==> src/rtl/base_afirst_pkg.sv <==
// Shared helpers for the base_afirst keep-oldest lossy input stage.
package base_afirst_pkg;

  // Pointer width for a buffer of d entries; never narrower than one bit.
  function automatic int ptr_width(input int d);
    return (d > 1) ? $clog2(d) : 1;
  endfunction

endpackage

==> src/rtl/base_afirst_buf.sv <==
// Circular buffer for base_afirst: read/write pointers, occupancy count and storage.
module base_afirst_buf
  import base_afirst_pkg::*;
#(
  parameter int width = 1,
  parameter int depth = 2
) (
  input  logic             clk,
  input  logic             reset,
  input  logic             push,
  input  logic             pop,
  input  logic [0:width-1] wr_d,
  output logic [0:width-1] rd_d,
  output logic             full,
  output logic             empty
);

  localparam int ptrw = ptr_width(depth);
  localparam int occw = ptrw + 1;

  logic [ptrw-1:0]  rd_ptr_r;
  logic [ptrw-1:0]  wr_ptr_r;
  logic [occw-1:0]  count_r;
  logic [occw-1:0]  count_nxt_s;
  logic             empty_r;
  logic             full_r;
  logic [0:width-1] mem_r [depth];

  // Explicit wrap keeps depth=1 correct, where the pointer must stay at zero.
  function automatic logic [ptrw-1:0] ptr_inc(input logic [ptrw-1:0] p);
    if (p == ptrw'(depth - 1)) begin
      return {ptrw{1'b0}};
    end else begin
      return p + ptrw'(1);
    end
  endfunction

  // Next occupancy from the push/pop pair.
  always_comb begin
    count_nxt_s = count_r;
    case ({push, pop})
      2'b10:   count_nxt_s = count_r + occw'(1);
      2'b01:   count_nxt_s = count_r - occw'(1);
      default: count_nxt_s = count_r;
    endcase
  end

  // Pointers, count and registered empty/full flags.
  always_ff @(posedge clk or negedge reset) begin
    if (!reset) begin
      rd_ptr_r <= {ptrw{1'b0}};
      wr_ptr_r <= {ptrw{1'b0}};
      count_r  <= {occw{1'b0}};
      empty_r  <= 1'b1;
      full_r   <= 1'b0;
    end else begin
      if (push) begin
        wr_ptr_r <= ptr_inc(wr_ptr_r);
      end
      if (pop) begin
        rd_ptr_r <= ptr_inc(rd_ptr_r);
      end
      count_r <= count_nxt_s;
      empty_r <= (count_nxt_s == {occw{1'b0}});
      full_r  <= (count_nxt_s == occw'(depth));
    end
  end

  // Storage is intentionally not reset.
  always_ff @(posedge clk) begin
    if (push) begin
      mem_r[wr_ptr_r] <= wr_d;
    end
  end

  assign rd_d  = mem_r[rd_ptr_r];
  assign full  = full_r;
  assign empty = empty_r;

endmodule

==> src/rtl/base_afirst.sv <==
// Keep-oldest lossy input stage: never back-pressures, drops new beats when full.
// Optional saturating drop counter enabled by defining BASE_AFIRST_DCNT_EN.
module base_afirst
  import base_afirst_pkg::*;
#(
  parameter int width = 1,
  parameter int depth = 2,
  parameter int cntw  = 8
) (
  input  logic             clk,
  input  logic             reset,
  output logic             i_r,
  input  logic             i_v,
  input  logic [0:width-1] i_d,
  input  logic             o_r,
  output logic             o_v,
  output logic [0:width-1] o_d,
  output logic             o_drop
`ifdef BASE_AFIRST_DCNT_EN
  ,
  input  logic             i_dclr,
  output logic [0:cntw-1]  o_dcnt
`endif
);

  logic full_s;
  logic empty_s;
  logic push_s;
  logic pop_s;
  logic drop_s;

  // A full buffer still accepts a beat when the head leaves in the same cycle.
  assign pop_s  = ~empty_s & o_r;
  assign push_s = i_v & (~full_s | pop_s);
  assign drop_s = i_v & ~push_s;

  assign i_r    = 1'b1;
  assign o_v    = ~empty_s;
  assign o_drop = drop_s;

  base_afirst_buf #(
    .width (width),
    .depth (depth)
  ) u_buf (
    .clk   (clk),
    .reset (reset),
    .push  (push_s),
    .pop   (pop_s),
    .wr_d  (i_d),
    .rd_d  (o_d),
    .full  (full_s),
    .empty (empty_s)
  );

`ifdef BASE_AFIRST_DCNT_EN
  logic [0:cntw-1] dcnt_r;

  // Saturating drop counter; clear wins over a same-cycle drop.
  always_ff @(posedge clk or negedge reset) begin
    if (!reset) begin
      dcnt_r <= {cntw{1'b0}};
    end else if (i_dclr) begin
      dcnt_r <= {cntw{1'b0}};
    end else if (drop_s && !(&dcnt_r)) begin
      dcnt_r <= dcnt_r + cntw'(1);
    end else begin
      dcnt_r <= dcnt_r;
    end
  end

  assign o_dcnt = dcnt_r;
`endif

endmodule

==> config.mk <==
export PLATFORM = sky130hd
export DESIGN_NAME = base_afirst
export DESIGN_NICKNAME = d
export VERILOG_FILES = /design/src/rtl/base_afirst_pkg.sv /design/src/rtl/base_afirst_buf.sv /design/src/rtl/base_afirst.sv
export SDC_FILE = /design/constraint.sdc
export NUM_CORES = 1
export LEC_CHECK = 0
export ABC_AREA = 1
export ABC_CLOCK_PERIOD_IN_PS = 1500
export CAP_MARGIN = 5
export CORE_AREA = 5 5 42 44
export DETAILED_ROUTE_END_ITERATION = 10
export DIE_AREA = 0 0 47 49
export PLACE_DENSITY = 0.54
export SETUP_SLACK_MARGIN = 0.05
export SLEW_MARGIN = 20
export SYNTH_ARGS = -nofsm -noshare
export SYNTH_HDL_FRONTEND = slang
export SYNTH_SLANG_ARGS = --single-unit
export TNS_END_PERCENT = 1
==> constraint.sdc <==
create_clock -name clk -period 1.5 [get_ports clk]
set_clock_uncertainty 0.1 [all_clocks]
set_input_delay 0.45 -clock clk [delete_from_list [all_inputs] [get_ports clk]]
set_output_delay 0.45 -clock clk [all_outputs]
set_load 0.01 [all_outputs]
# After elaboration in Yosys (flattened, before gate mapping)

Memories as Yosys holds them, arrays and structs flattened.
Cells that the tools add are included.

Flip-flop bits (word level): 6
Memory bits (writable): 2
Output and inout port bits: 4
Logic and storage cells: 26
Memories kept: 1

Add/sub/neg operators: 4
Eq/ne operators: 3
Mux-type cells: 5
Bitwise operators: 7
Reductions and logical operators: 1

Memories:

| memory      | depth | bits a word | read ports | clocked after Yosys merged registers in | write ports | RTL line              | RTL |
|---|---|---|---|---|---|---|---|
| u_buf.mem_r | 2     | 1           | 1          | 0                                       | 1           | base_afirst_buf.sv:27 | `logic [0:width-1] mem_r [depth];` |

Operators by type and width:

| operator                                                              | count |
|---|---|
| 2-bit equality test, second input constant                            | 2 |
| 1-bit two-way mux                                                     | 4 |
| 2-bit one-hot mux with 2 select lines                                 | 1 |
| 1-bit AND                                                             | 3 |
| 1-bit inverter                                                        | 3 |
| 1-bit adder, second input constant                                    | 2 |
| 2-bit by 1-bit adder with 2-bit output, second input constant         | 1 |
| 2-bit by 1-bit equality test with 1-bit output, second input constant | 1 |
| 2-bit logical NOT                                                     | 1 |
| 2-bit by 1-bit subtractor with 2-bit output, second input constant    | 1 |
| 1-bit OR                                                              | 1 |

# Logic depth before layout (Yosys ltp)

Word-level depth: 7
Depth in mapped cells: 11
Gate-level depth less buffers: 11

# Modules after synthesis

A second synthesis with hierarchy kept.

Cells, all modules: 38
Area total of the unflattened synthesis: 402.9 um^2

Modules (own cells, without submodules):

| module          | times used | cells each | area each (um^2) |
|---|---|---|---|
| base_afirst_buf | 1          | 29         | 347.8 |
| base_afirst     | 1          | 9          | 55.1 |

# Worst setup path after synthesis

OpenSTA, ideal clock, no wires.

Path type: register to register
Start point: register u_buf.empty_r, in the netlist u_buf.empty
End point: register u_buf.full_r, in the netlist u_buf.full
Setup time: 78 ps
Arrival: 1403 ps
Slack: -80 ps
Cell stages (with the launch flop): 9
Buffers on the path: 0
Clock period less this slack: 1580 ps
Cell sequence: dfstp_2 > inv_1 > nand2_2 > nand2_2 > nand2_4 > ha_1 > inv_1 > nand4_2 > a21oi_1

Cells in the longest elaborated chain, start to end: 7

Ends and longest elaborated chain:

| item                                                                                         | RTL line              | RTL |
|---|---|---|
| start, declared                                                                              | base_afirst_buf.sv:25 | `logic empty_r;` |
| start signal, assigned                                                                       | base_afirst_buf.sv:64 | `empty_r <= (count_nxt_s == {occw{1'b0}});` |
| 1-bit inverter (*)                                                                           | n/a                   |  |
| via o_v                                                                                      | base_afirst.sv:16     | `output logic o_v,` |
| 1-bit AND (*)                                                                                | base_afirst.sv:33     | `assign pop_s = ~empty_s & o_r;` |
| 1-bit OR                                                                                     | base_afirst.sv:34     | `assign push_s = i_v & (~full_s \| pop_s);` |
| 1-bit AND                                                                                    | base_afirst.sv:34     |  |
| 2-bit by 1-bit equality test with 1-bit output / 2-bit equality test (equally long branches) | base_afirst_buf.sv:41 | `case ({push, pop})` |
| 2-bit one-hot mux with 2 select lines (*)                                                    | base_afirst_buf.sv:41 |  |
| 2-bit equality test (*)                                                                      | base_afirst_buf.sv:65 | `full_r <= (count_nxt_s == occw'(depth));` |
| end signal, assigned                                                                         | base_afirst_buf.sv:65 |  |
| end, declared                                                                                | base_afirst_buf.sv:26 | `logic full_r;` |

Mark *: on every way through the listed nets, which the timed path passes. The rest lies on a longest branch.
A chain may end at the register's enable or synchronous reset.

# Final worst setup path

Start point: register u_buf.empty_r, in the netlist u_buf.empty
End point: output o_drop

Cells in the longest elaborated chain, start to end: 6

Ends and longest elaborated chain:

| item           | RTL line          | RTL |
|---|---|---|
| 1-bit inverter | base_afirst.sv:33 |  |
| 1-bit AND      | base_afirst.sv:33 |  |
| 1-bit OR       | base_afirst.sv:34 |  |
| 1-bit AND      | base_afirst.sv:34 |  |
| 1-bit inverter | base_afirst.sv:35 | `assign drop_s = i_v & ~push_s;` |
| 1-bit AND      | base_afirst.sv:35 |  |
| end, declared  | base_afirst.sv:18 | `output logic o_drop` |

No other way between the ends.

==> summary.md <==
| Metric | Value |
|---|---|
| Outcome | complete, but fails checks |
| Violated checks | setup timing |
| Count of state elements after synthesis | 8 |
| Setup WS pre-CTS | -0.6858 ns |
| Initial DRC count | 0 |
| Number of buffers and inverters on the critical path | 2 |
| Register-to-register path setup slack | -0.09 ns |
| Drt wl/cell | 8.716 microns |
| Share of cells above drive strength 1 | 0.5345 |
| Worst skew pair latency | 0.25 ns |
| Syn-to-layout area delta | 45.99% |
| Buffers inserted by post-CTS timing repair | 0 |
| Width of the die | 47 microns |
| Post-Synth Adder-Cell Area | 0.03086 |
| Tot Pwr | 1144 uW |
| CTS tree | yes |
| Critical Path Start | u_buf.empty |
| Maximum vdd drop | 0.7258 mV |
| XOR/XNOR Fraction of Synth Area | 0.04321 |
| GP Congestion | 0.6633 |
| Total Routing Usage GR | 0.07178 |
| Cell count after placement | 70 |
| Total clock sinks | 8 |
| Core area | 1401 sq um |
| Final worst slack | -0.1705 ns |
| Grt total ovfl | 0 |
| Synth Area in Compound Gates | 0.02469 |
| Critical path depth in cells | 5 |
| N_diodes | 0 |
| Yosys warning count | 0 |
| Synth Area per Inst | 9.888 sq um |
| CP Class | reg2out |
| Critical Path Sink | o_drop |
| Area of the die | 2303 sq um |
| Mapped Area | 405.4 sq um |
| CTS Buf Count | 3 |
| Final setup vio count | 5 |
| Synthesized Nets | 47 |
| Nets | 65 |
| Setup tns final | -0.4725 ns |
| Largest family of logic cells by synthesized area | simple AND/OR/NAND/NOR gates |
| Hold_buf cts | 0 |
| H-tree levels | 1 |
| M1 GR Usage | 0.07466 |
| Slowest cell on crit path | dfstp_2 |
| Leak | 0.0002905 uW |
| Slew Viols, Final | 0 |
| Clock slew at reported path FFs | 0.06 ns |
| Area after DPL | 560.5 sq um |
| Root Buffer Master | clkbuf_4 |
| Chip height | 49 microns |
| Via density | 4.068 |
| RSZ-0062 raised after global routing | yes |
| Mux contribution to synthesized area | 0 |
| Starting Density | 0.2893 |
| Critical-path cell list | inv_2 > nand2_2 > nand2_2 > nor2_1 > buf_2 |
| R2r startpoint | u_buf.empty |
| Arr. time, crit path | 1.12 ns |
| GR met3 Demand/Resource | 0.06642 |
| Synth unique cells | 19 |
| Worst path max stage delay | 0.52 ns |
| Worst hold path type | in2async |
| P per Cell Area | 1933 nW/um^2 |
| First-pass GRT wire length | 1090 microns |
| Met2 Use GR | 0.09955 |
| Std cell rows | 14 |
| Post-synthesis sequential area ratio | 0.5216 |
| Max-cap violation count | 0 |
| Final Critical Period | 1.671 ns |
| Initial antenna violation count | 0 |
| Worst EP required | 0.95 ns |
| Largest net degree at the start of global routing | 7 |
| Setup crit start kind | flop |
| CTS Buffer Depth | 2 |
| Vias | 301 |
| TritonRoute pass-1 iters | 1 |
| Grt peak-use layer | met2 |
| Reg2Reg Capture Point | u_buf.full |
| Achievable Freq | 0.5986 GHz |
| Worst reg2reg path depth | 9 |
| Post-Layout Cell Count | 74 |
| Synthesized-area fraction occupied by and/or/nand/nor cells | 0.2685 |
| Crit. End Element | primary output |
| Cell area after layout | 591.8 sq um |
| Cell family with most CP delay | flip-flops |
| # IOs | 9 |
| Final Hold Fails | 0 |
| Maximum fanout along the worst path | 2 |
| Vias in the first global route | 276 |
| DRC viols | 0 |
| Post-synthesis cell count | 41 |
| Most used cell, CP | nand2_2 |
| Final period util | 1.114 |
| Post-DRT Antenna Nets | 0 |
| Port bufs | 7 |
| WL final | 645 microns |
==> metal layers <==
metal  vias up  wire [microns]
met5         -               0
met4         0               5
met3         2              81
met2         9             337
met1       137             221
li1        153               -
==> cell usage after synthesis <==
master    count  share of area
edfxtp_1      2           0.15
ha_1          1          0.031
inv_2         1         0.0093
buf_4         1          0.019
xor2_1        1          0.022
nand2_1       4          0.037
dfrtp_1       5           0.31
nand2_2       5          0.077
a21oi_1       2          0.025
conb_1        1         0.0093
nor2_2        1          0.015
xnor2_1       1          0.022
dfstp_2       1          0.065
inv_1         8          0.074
nor2_4        1          0.028
nor2_1        3          0.028
nand2_4       1          0.028
nand3_2       1          0.025
nand4_2       1          0.031
==> power by group <==
group	switching [uW]	internal (uW)	leakage, uW	total [uW]
clock network	72.7	102	0.0000150	174
logic	275	301	0.000187	576
registers	66.5	327	0.0000889	393
total	415	729	0.000291	1140
==> worst min-delay path by stage <==
| stage | start | endpoint |
|---|---|---|
| floorplan | reset | u_buf.count_r[0] |
| global placement | u_buf.count_r[1] | u_buf.count_r[1] |
| detailed placement | u_buf.count_r[1] | u_buf.count_r[1] |
| CTS | reset | u_buf.wr_ptr_r |
| global route | reset | u_buf.count_r[1] |
| finish | reset | u_buf.wr_ptr_r |
==> worst reg2reg max path, delay by kind of cell (launching register included) <==
family                     cells  cell delay [ns]
buffers and inverters          3             0.23
adders and majority gates      1             0.22
AOI/OAI and AO/OA              1             0.14
and+or+nand+nor                4             0.31
DFF                            1             0.52
==> logic make-up (layout without fill, tap and decap cells) <==
family | count (synthesis) | in the layout
AND/OR/NAND/NOR | 17 | 17
XOR/XNOR | 2 | 2
buffers and inverters | 10 | 27
adder cells (fa/ha/maj) | 1 | 1
other | 1 | 1
AO/OA/AOI/OAI | 2 | 2
flip-flops | 8 | 8
==> registers in the layout, summed over array words and instances, names as in the netlist <==
register / count
u_buf.rd_ptr_r: 1
u_buf.full: 1
u_buf.wr_ptr_r: 1
u_buf.mem_r: 2
u_buf.empty: 1
u_buf.count_r: 2
==> metrics by stage <==
| step | utilization | hold slack, ns |
|---|---|---|
| after floorplan | - | 0.05441 |
| after global placement | 0.4000 | 0.4002 |
| after detailed placement | 0.4000 | 0.4048 |
| after CTS | 0.4107 | 0.3322 |
| after global routing | 0.4223 | 0.3408 |
| final | 0.4223 | 0.3371 |
==> layout make-up <==
| cell class | instances | area, sq um |
|---|---|---|
| fill | 146 | 809.5 |
| sequential | 8 | 211.5 |
| multi-input combinational | 23 | 186.4 |
| timing repair buffer | 14 | 111.4 |
| inverter | 9 | 36.28 |
| clock buffer | 4 | 26.28 |
| tap | 16 | 20.02 |
==> repair_timing <==
action / CTS / global route
resized for setup: 16 / 3
endpoints found under the setup margin: 10 / 8
pin swaps: 2 / 0
==> cell usage in the layout (no fill, tap or decap), types with 3 or more instances in the layout <==
cell type and count:
inv_2 3, clkbuf_4 3, inv_1 5, nand2_1 4, buf_4 7, dfrtp_1 5, nand2_2 5
Note: power is estimated with default switching activity, not from simulation.
